File: config.mk
export PLATFORM = sky130hd
export DESIGN_NAME = fm_rx_sequencer
export DESIGN_NICKNAME = d
export VERILOG_FILES = /design/src/rtl/fm_rx_sequencer.sv
export SDC_FILE = /design/constraint.sdc
export NUM_CORES = 1
export LEC_CHECK = 0
export CAP_MARGIN = 10
export CORE_ASPECT_RATIO = 0.8
export CORE_MARGIN = 2
export CORE_UTILIZATION = 48
export DETAILED_ROUTE_END_ITERATION = 7
export GPL_TIMING_DRIVEN = 0
export PLACE_DENSITY = 0.87
export SYNTH_ARGS = -nofsm -noshare
export SYNTH_HDL_FRONTEND = slang
export SYNTH_SLANG_ARGS = --single-unit
File: constraint.sdc
create_clock -name ap_clk -period 6.5 [get_ports ap_clk]
set_input_delay 0.65 -clock ap_clk [delete_from_list [all_inputs] [get_ports ap_clk]]
set_output_delay 0.65 -clock ap_clk [all_outputs]
set_load 0.02 [all_outputs]
File: src/rtl/fm_rx_sequencer.sv
// Run controller for the fm_receiver core: ap_start/ap_done sequencing, IQ stream gating,
// result capture into a valid/ready register, run counting and a run watchdog.
module fm_rx_sequencer #(
    parameter int CNT_W = 16,
    parameter int TMO_W = 24
) (
    input  logic             ap_clk,
    input  logic             ap_rst_n,
    input  logic             cfg_enable,
    input  logic             cfg_continuous,
    input  logic [CNT_W-1:0] cfg_num_runs,
    input  logic [TMO_W-1:0] cfg_timeout,
    input  logic             sw_start,
    input  logic             sw_clear,
    output logic             core_ap_start,
    input  logic             core_ap_done,
    input  logic             core_ap_ready,
    input  logic [15:0]      core_ret_0,
    input  logic [15:0]      core_ret_1,
    input  logic [31:0]      s_iq_tdata,
    input  logic             s_iq_tvalid,
    output logic             s_iq_tready,
    output logic [31:0]      m_iq_tdata,
    output logic             m_iq_tvalid,
    input  logic             m_iq_tready,
    output logic [31:0]      res_data,
    output logic             res_valid,
    input  logic             res_ready,
    output logic             busy,
    output logic [CNT_W-1:0] run_count,
    output logic             timeout_err
);

    typedef enum logic [1:0] {
        S_IDLE = 2'd0,
        S_ARM  = 2'd1,
        S_RUN  = 2'd2,
        S_ERR  = 2'd3
    } state_t;

    state_t           r_state;
    state_t           w_state_nxt;
    logic [TMO_W-1:0] r_wdog;
    logic [CNT_W-1:0] r_run_count;
    logic [CNT_W-1:0] w_cnt_inc;
    logic [31:0]      r_res_data;
    logic             r_res_valid;
    logic             r_timeout_err;
    logic             r_ap_start;
    logic             r_busy;
    logic             w_done_run;
    logic             w_trip;
    logic             w_start_ok;
    logic             w_gate;
    logic             w_unused;

    // ap_ready always coincides with ap_done for this core, so it adds no information.
    assign w_unused   = core_ap_ready;

    assign w_cnt_inc  = r_run_count + CNT_W'(1);
    assign w_done_run = (r_state == S_RUN) && core_ap_done;
    assign w_start_ok = (r_state == S_IDLE) && sw_start && cfg_enable;
    // Done takes priority over a watchdog trip in the same cycle.
    assign w_trip     = (r_state == S_RUN) && !core_ap_done && (cfg_timeout != TMO_W'(0)) &&
                        (r_wdog == (cfg_timeout - TMO_W'(1)));

    // State register.
    always_ff @(posedge ap_clk or negedge ap_rst_n) begin
        if (!ap_rst_n) begin
            r_state <= S_IDLE;
        end else begin
            r_state <= w_state_nxt;
        end
    end

    // Next-state decode.
    always_comb begin
        w_state_nxt = r_state;
        case (r_state)
            S_IDLE: begin
                if (w_start_ok) begin
                    w_state_nxt = S_ARM;
                end else begin
                    w_state_nxt = S_IDLE;
                end
            end
            S_ARM: begin
                if (!r_res_valid || res_ready) begin
                    w_state_nxt = S_RUN;
                end else begin
                    w_state_nxt = S_ARM;
                end
            end
            S_RUN: begin
                if (core_ap_done) begin
                    if (!cfg_enable || !cfg_continuous ||
                        ((cfg_num_runs != CNT_W'(0)) && (w_cnt_inc == cfg_num_runs))) begin
                        w_state_nxt = S_IDLE;
                    end else begin
                        w_state_nxt = S_ARM;
                    end
                end else if (w_trip) begin
                    w_state_nxt = S_ERR;
                end else begin
                    w_state_nxt = S_RUN;
                end
            end
            S_ERR: begin
                if (sw_clear) begin
                    w_state_nxt = S_IDLE;
                end else begin
                    w_state_nxt = S_ERR;
                end
            end
            default: begin
                w_state_nxt = S_IDLE;
            end
        endcase
    end

    // Output decode: the IQ gate is open only while a run is in progress.
    always_comb begin
        w_gate      = 1'b0;
        m_iq_tvalid = 1'b0;
        s_iq_tready = 1'b0;
        if (r_state == S_RUN) begin
            w_gate = 1'b1;
        end else begin
            w_gate = 1'b0;
        end
        m_iq_tvalid = s_iq_tvalid & w_gate;
        s_iq_tready = m_iq_tready & w_gate;
    end

    assign m_iq_tdata = s_iq_tdata;

    // Registered status, watchdog, run counter and result slot.
    always_ff @(posedge ap_clk or negedge ap_rst_n) begin
        if (!ap_rst_n) begin
            r_ap_start    <= 1'b0;
            r_busy        <= 1'b0;
            r_wdog        <= TMO_W'(0);
            r_run_count   <= CNT_W'(0);
            r_res_data    <= 32'd0;
            r_res_valid   <= 1'b0;
            r_timeout_err <= 1'b0;
        end else begin
            r_ap_start <= (w_state_nxt == S_RUN);
            r_busy     <= (w_state_nxt == S_ARM) || (w_state_nxt == S_RUN);

            if ((r_state == S_RUN) && (w_state_nxt == S_RUN)) begin
                r_wdog <= r_wdog + TMO_W'(1);
            end else begin
                r_wdog <= TMO_W'(0);
            end

            if (w_start_ok) begin
                r_run_count <= CNT_W'(0);
            end else if (w_done_run) begin
                r_run_count <= w_cnt_inc;
            end else begin
                r_run_count <= r_run_count;
            end

            if (w_done_run) begin
                r_res_data  <= {core_ret_1, core_ret_0};
                r_res_valid <= 1'b1;
            end else if (r_res_valid && res_ready) begin
                r_res_data  <= r_res_data;
                r_res_valid <= 1'b0;
            end else begin
                r_res_data  <= r_res_data;
                r_res_valid <= r_res_valid;
            end

            if (w_trip) begin
                r_timeout_err <= 1'b1;
            end else if (sw_clear && ((r_state == S_IDLE) || (r_state == S_ERR))) begin
                r_timeout_err <= 1'b0;
            end else begin
                r_timeout_err <= r_timeout_err;
            end
        end
    end

    assign core_ap_start = r_ap_start;
    assign busy          = r_busy;
    assign run_count     = r_run_count;
    assign res_data      = r_res_data;
    assign res_valid     = r_res_valid;
    assign timeout_err   = r_timeout_err;

endmodule
# Word level (Yosys, flattened, before mapping)
# Cells that the tools add are included.
dict set report word_totals {
  reg_bits 78
  in_bits 115
  out_inout_bits 86
  elab_cells 60
}
dict set report op_classes {
  addsub 3
  eq_ne 7
  muxes 15
  bitwise_logic 2
  reduce_logical 25
}
# cell count
set op_table {}
lappend op_table {{2-to-1 mux 16 bit} 2}
lappend op_table {{adder 24 x 1 -> 24 bit, second input constant} 1}
lappend op_table {{== test 24 bit} 1}
lappend op_table {{2-to-1 mux 24 bit} 1}
lappend op_table {{nonzero test 24 bit} 1}
lappend op_table {{subtractor 24 x 1 -> 24 bit, second input constant} 1}
lappend op_table {{adder 16 x 1 -> 16 bit, second input constant} 1}
lappend op_table {{== test 16 bit} 1}
lappend op_table {{nonzero test 16 bit} 1}
lappend op_table {{logical AND 1 bit} 10}
lappend op_table {{2-to-1 mux 1 bit} 8}
lappend op_table {{one-hot mux 2 bit (4 select lines)} 1}
lappend op_table {{== test 2 bit, second input constant} 3}
lappend op_table {{2-to-1 mux 2 bit} 3}
lappend op_table {{nonzero test 2 bit} 3}
lappend op_table {{logical OR 1 bit} 5}
lappend op_table {{== test 2 x 1 -> 1 bit, second input constant} 2}
lappend op_table {{logical NOT 1 bit} 4}
lappend op_table {{AND 1 bit} 2}
lappend op_table {{logical NOT 2 bit} 1}

# Longest topological paths before layout
dict set report depth {
  word_depth 10
  mapped_depth 13
  ltp_nobuf 12
}

# Worst setup path after synthesis
# No wires, ideal clock.
dict set report synth_path {
  path_type {input port to flip-flop}
  from {input port cfg_timeout[0]}
  to {register r_wdog[13]}
  setup_time_ns 0.132
  t_arrival_ns 3.310
  required_time_ns 6.368
  setup_slack_ns 3.059
  cell_stages 13
  n_path_buf 1
  path_cell_list {inv_1 > ha_1 > nor4b_2 > nand3_1 > xnor2_1 > or4_1 > nor4_4 > nand4_1 > a31o_1 > ha_1 > nand2_1 > clkbuf_1 > nor2_1}
}
dict set report synth_via {
  elab_chain_cells 9
  word_cells_on_any_way 11
  cone_classes {1 x add/sub; 2 x eq/ne; 4 x mux; 4 x reduce/logical}
}
# element line
set synth_rtl {}
lappend synth_rtl {{start, declared} 12} ;# input logic [TMO_W-1:0] cfg_timeout,
lappend synth_rtl {{subtractor 24 x 1 -> 24 bit or nonzero test 24 bit (tied branches)} {65, 64}}
lappend synth_rtl {{== test 24 bit or logical AND 1 bit (tied branches)} {65, 64}}
lappend synth_rtl {{logical AND 1 bit *} 64} ;# assign w_trip = (r_state == S_RUN) && !core_ap_done && (cfg_timeout != TMO_W'(0)) &&
lappend synth_rtl {{2-to-1 mux 1 bit *} 102} ;# end else if (w_trip) begin
lappend synth_rtl {{2-to-1 mux 2 bit *} 95} ;# if (core_ap_done) begin
lappend synth_rtl {{one-hot mux 2 bit (4 select lines) *} 79} ;# case (r_state)
lappend synth_rtl {{== test 2 bit *} 151} ;# if ((r_state == S_RUN) && (w_state_nxt == S_RUN)) begin
lappend synth_rtl {{logical AND 1 bit *} 151}
lappend synth_rtl {{2-to-1 mux 24 bit *} 151}
lappend synth_rtl {{end signal, assigned} 152} ;# r_wdog <= r_wdog + TMO_W'(1);
lappend synth_rtl {{end, declared} 43} ;# logic [TMO_W-1:0] r_wdog;
# Mark *: on every way between the ends. The rest lies on a longest branch, timed or not.
# A chain may end at the register's enable or synchronous reset.

# Worst setup path after layout
dict set report layout_path {
  from {input port cfg_timeout[0]}
  to {register r_wdog[2]}
}
# The elaborated chain is that of the path after synthesis.

==> results.toml <==
[run_status]
status = "completed"

[critical_path]
cp.required_ps = 6700
cp_top_family = "simple AND/OR/NAND/NOR gates"
cp-start-kind = "input port"
worstPathArrival_ps = 4610
end_kind = "flop"
worst_path_most_repeated_cell = "ha_1"
worstPathCellList = "clkdlybuf4s50_1, inv_1, ha_1, nor4b_2, nand3_1, xnor2_1, or4_1, nor4_4, nand4_1, a31o_1, ha_1, nand2_1, clkbuf_1, nor2_1"
path_buf_inv = 3
cp_max_fo = 10
cp_slowest_stage_delay_ps = 520
slowest_stage = "clkdlybuf4s50_1"
critical_path_class = "input port to flop"

[sta]
rsz0062_at_grt = "false"
max_clock_freq_ghz = 0.227
slew_headroom = 0.572
fin_setup_tns_ps = 0
period_share = 0.678
tightest_slew_ps = 637
finalHoldViolations = 0
layout_min_cycle_time_ps = 4410
finalMaxSlewViolations = 0
finalSetupViolCount = 0
skew_ps = 8.41

[flow_run]
drv_cap = 0

[synthesis]
yosysWarnings = 0
yosys_most_used_dff = "dfrtp_1"
async_flop_share = 1.00
synth_edf_count = 0
synth_nets = 725
synth_cells = 601
ys_types = 64
synth.avg_cell_area_sq_um = 8.51
yosysSeqAreaShare = 0.382
syn-cell-area_sq_mm = 0.00511
ys_ff_latch = 78

[layout]
drive_gt1_frac = 0.0982
final_cell_mix = "166 x clkdlybuf4s50_1, 129 x nand2_1, 78 x dfrtp_1"
final_common_cell = "clkdlybuf4s50_1"
fin_area_sq_mm = 0.00725
antenna_cells = 0
syn_to_final_growth_pct = 41.7
fin_nets = 904

[placement]
io_buffers = 167
detailed_place_hpwl_um = 11700
placed_cell_area_sq_mm = 0.00698
place.gp.congestion = 0.976

[drt]
drc_errors = 0
routed_wl_um = 14800
avgViaCountPerCell = 5.40
wl_per_cell_um = 16.0
vias = 4990
drt-initial-drc-count = 361
drt.antenna.violating_nets = 0
drt-pass1-iter-count = 5

[cts]
ctsResizeCount = 0
cts-hold-fix-buffers = 0
tritoncts = "done"
clockRootBuffer = "clkbuf_16"
cts_made_buffers = 9
postCtsSetupRepairBufs = 0
clkSinkCount = 78
cts_max_path_buffers = 2
path_clk_slew_ps = 60
clkLatencyLatePin_ps = 340
htreeDepth = 3

[pwr]
power_density_mw_per_mm2 = 165
vdd.ir_drop.worst_mv = 0.182
p_leak_nw = 3.03

[floorplanning]
initial_core_util = 0.495
dieWidth_um = 119
io_pins = 201
die_h_um = 96.3
row_count = 33
core_region_area_sq_mm = 0.0103
die_area_sq_mm = 0.0115

[global_routing]
track_usage = 0.260
grt_max_degree = 42
overflow = 0
first_global_vias = 4896
antenna_found_initial = 0
grt_pass1_wl_um = 23700

[worst_hold_path]
hp-class = "input port to asynchronous set/reset pin"
synth_stat cells, drive strengths merged, types with 3 or more instances:
| cell | number | share of area |
|---|---|---|
| a211oi | 3 | 0.0044 |
| a21oi | 11 | 0.011 |
| a31oi | 7 | 0.0086 |
| and2 | 6 | 0.0073 |
| and3 | 6 | 0.0078 |
| and4 | 4 | 0.0069 |
| buf | 44 | 0.058 |
| clkbuf | 13 | 0.0095 |
| dfrtp | 78 | 0.38 |
| ha | 9 | 0.022 |
| inv | 11 | 0.0081 |
| nand2 | 129 | 0.095 |
| nand2b | 3 | 0.0037 |
| nand3 | 21 | 0.022 |
| nand4 | 15 | 0.021 |
| nand4b | 3 | 0.0051 |
| nor2 | 52 | 0.040 |
| nor2b | 5 | 0.0066 |
| nor3 | 22 | 0.027 |
| nor4 | 16 | 0.023 |
| nor4b | 3 | 0.0064 |
| o21a | 3 | 0.0044 |
| o21ai | 14 | 0.014 |
| or3 | 9 | 0.011 |
| or4 | 3 | 0.0051 |
| xnor2 | 47 | 0.080 |
| xor2 | 36 | 0.062 |
where the power goes:
part | total, mW | switching, mW | internal [mW]
clock network | 0.456 | 0.189 | 0.267
registers | 0.509 | 0.00881 | 0.500
logic | 0.231 | 0.106 | 0.124
total | 1.20 | 0.304 | 0.892
metrics by stage:
stage | util | power, mW | instances | hold WS (ps) | worst slack (ps)
after CTS | 0.702 | 1.20 | 924 | 288 | 2120
after detailed placement | 0.676 | 0.748 | 909 | 461 | 1780
after floorplan | - | 0.612 | 601 | 354 | 3060
final | 0.702 | 1.20 | 924 | 271 | 2090
after global routing | 0.702 | 1.24 | 924 | 302 | 1860
after global placement | 0.674 | 0.741 | 908 | 456 | 1870
cells by family after synthesis:
group                      Yosys count  synth area share
xor gates and xnor gates            83             0.142
buffers and inverters               68            0.0761
DFF                                 78             0.382
adders and majority gates            9            0.0220
AOI/OAI and AO/OA                   52            0.0661
muxes                                3           0.00612
and+or+nand+nor                    308             0.306
sequential cells by signal (all words and copies together), names as in the netlist:
signal	count
res_data	32
timeout_err	1
run_count	16
res_valid	1
busy	1
core_ap_start	1
r_wdog	24
r_state	2
layout make-up:
| type | instances | area [sq um] |
|---|---|---|
| clock inverters | 3 | 21.3 |
| multi-input cells | 455 | 2770 |
| flip-flops and latches | 78 | 1950 |
| plain buffers | 57 | 348 |
| inverters | 11 | 41.3 |
| fillers | 780 | 3080 |
| clock buffers | 12 | 246 |
| repair buffers | 168 | 1690 |
| well taps | 140 | 175 |
final timing paths:
check / startpoint / endpoint / cells after the start / slack [ps]
worst max-delay path: cfg_timeout[0] / r_wdog[2]$_DFF_PN0_ / 14 / 2090
worst min-delay path: ap_rst_n / res_data[7]$_DFFE_PN0P_ / 1 / 270
worst max register to register: run_count[0]$_DFFE_PN0P_ / r_wdog[2]$_DFF_PN0_ / 13 / 2900
worst min register to register: res_data[2]$_DFFE_PN0P_ / res_data[2]$_DFFE_PN0P_ / 2 / 470
min in group ap_clk: res_data[2]$_DFFE_PN0P_ / res_data[2]$_DFFE_PN0P_ / 2 / 470
max in group asynchronous: ap_rst_n / timeout_err$_DFFE_PN0P_ / 2 / 5630
per-layer routing:
| metal | track usage | vias to the layer above | wire (um) | share of wire |
|---|---|---|---|---|
| li1 | - | 2376 | - | - |
| met1 | 0.332 | 2343 | 6120 | 0.41 |
| met2 | 0.427 | 248 | 6840 | 0.46 |
| met3 | 0.0835 | 23 | 1540 | 0.10 |
| met4 | 0.0804 | 0 | 271 | 0.018 |
| met5 | 0 | - | 0 | 0 |
Note: power is estimated with default switching activity, not from simulation.
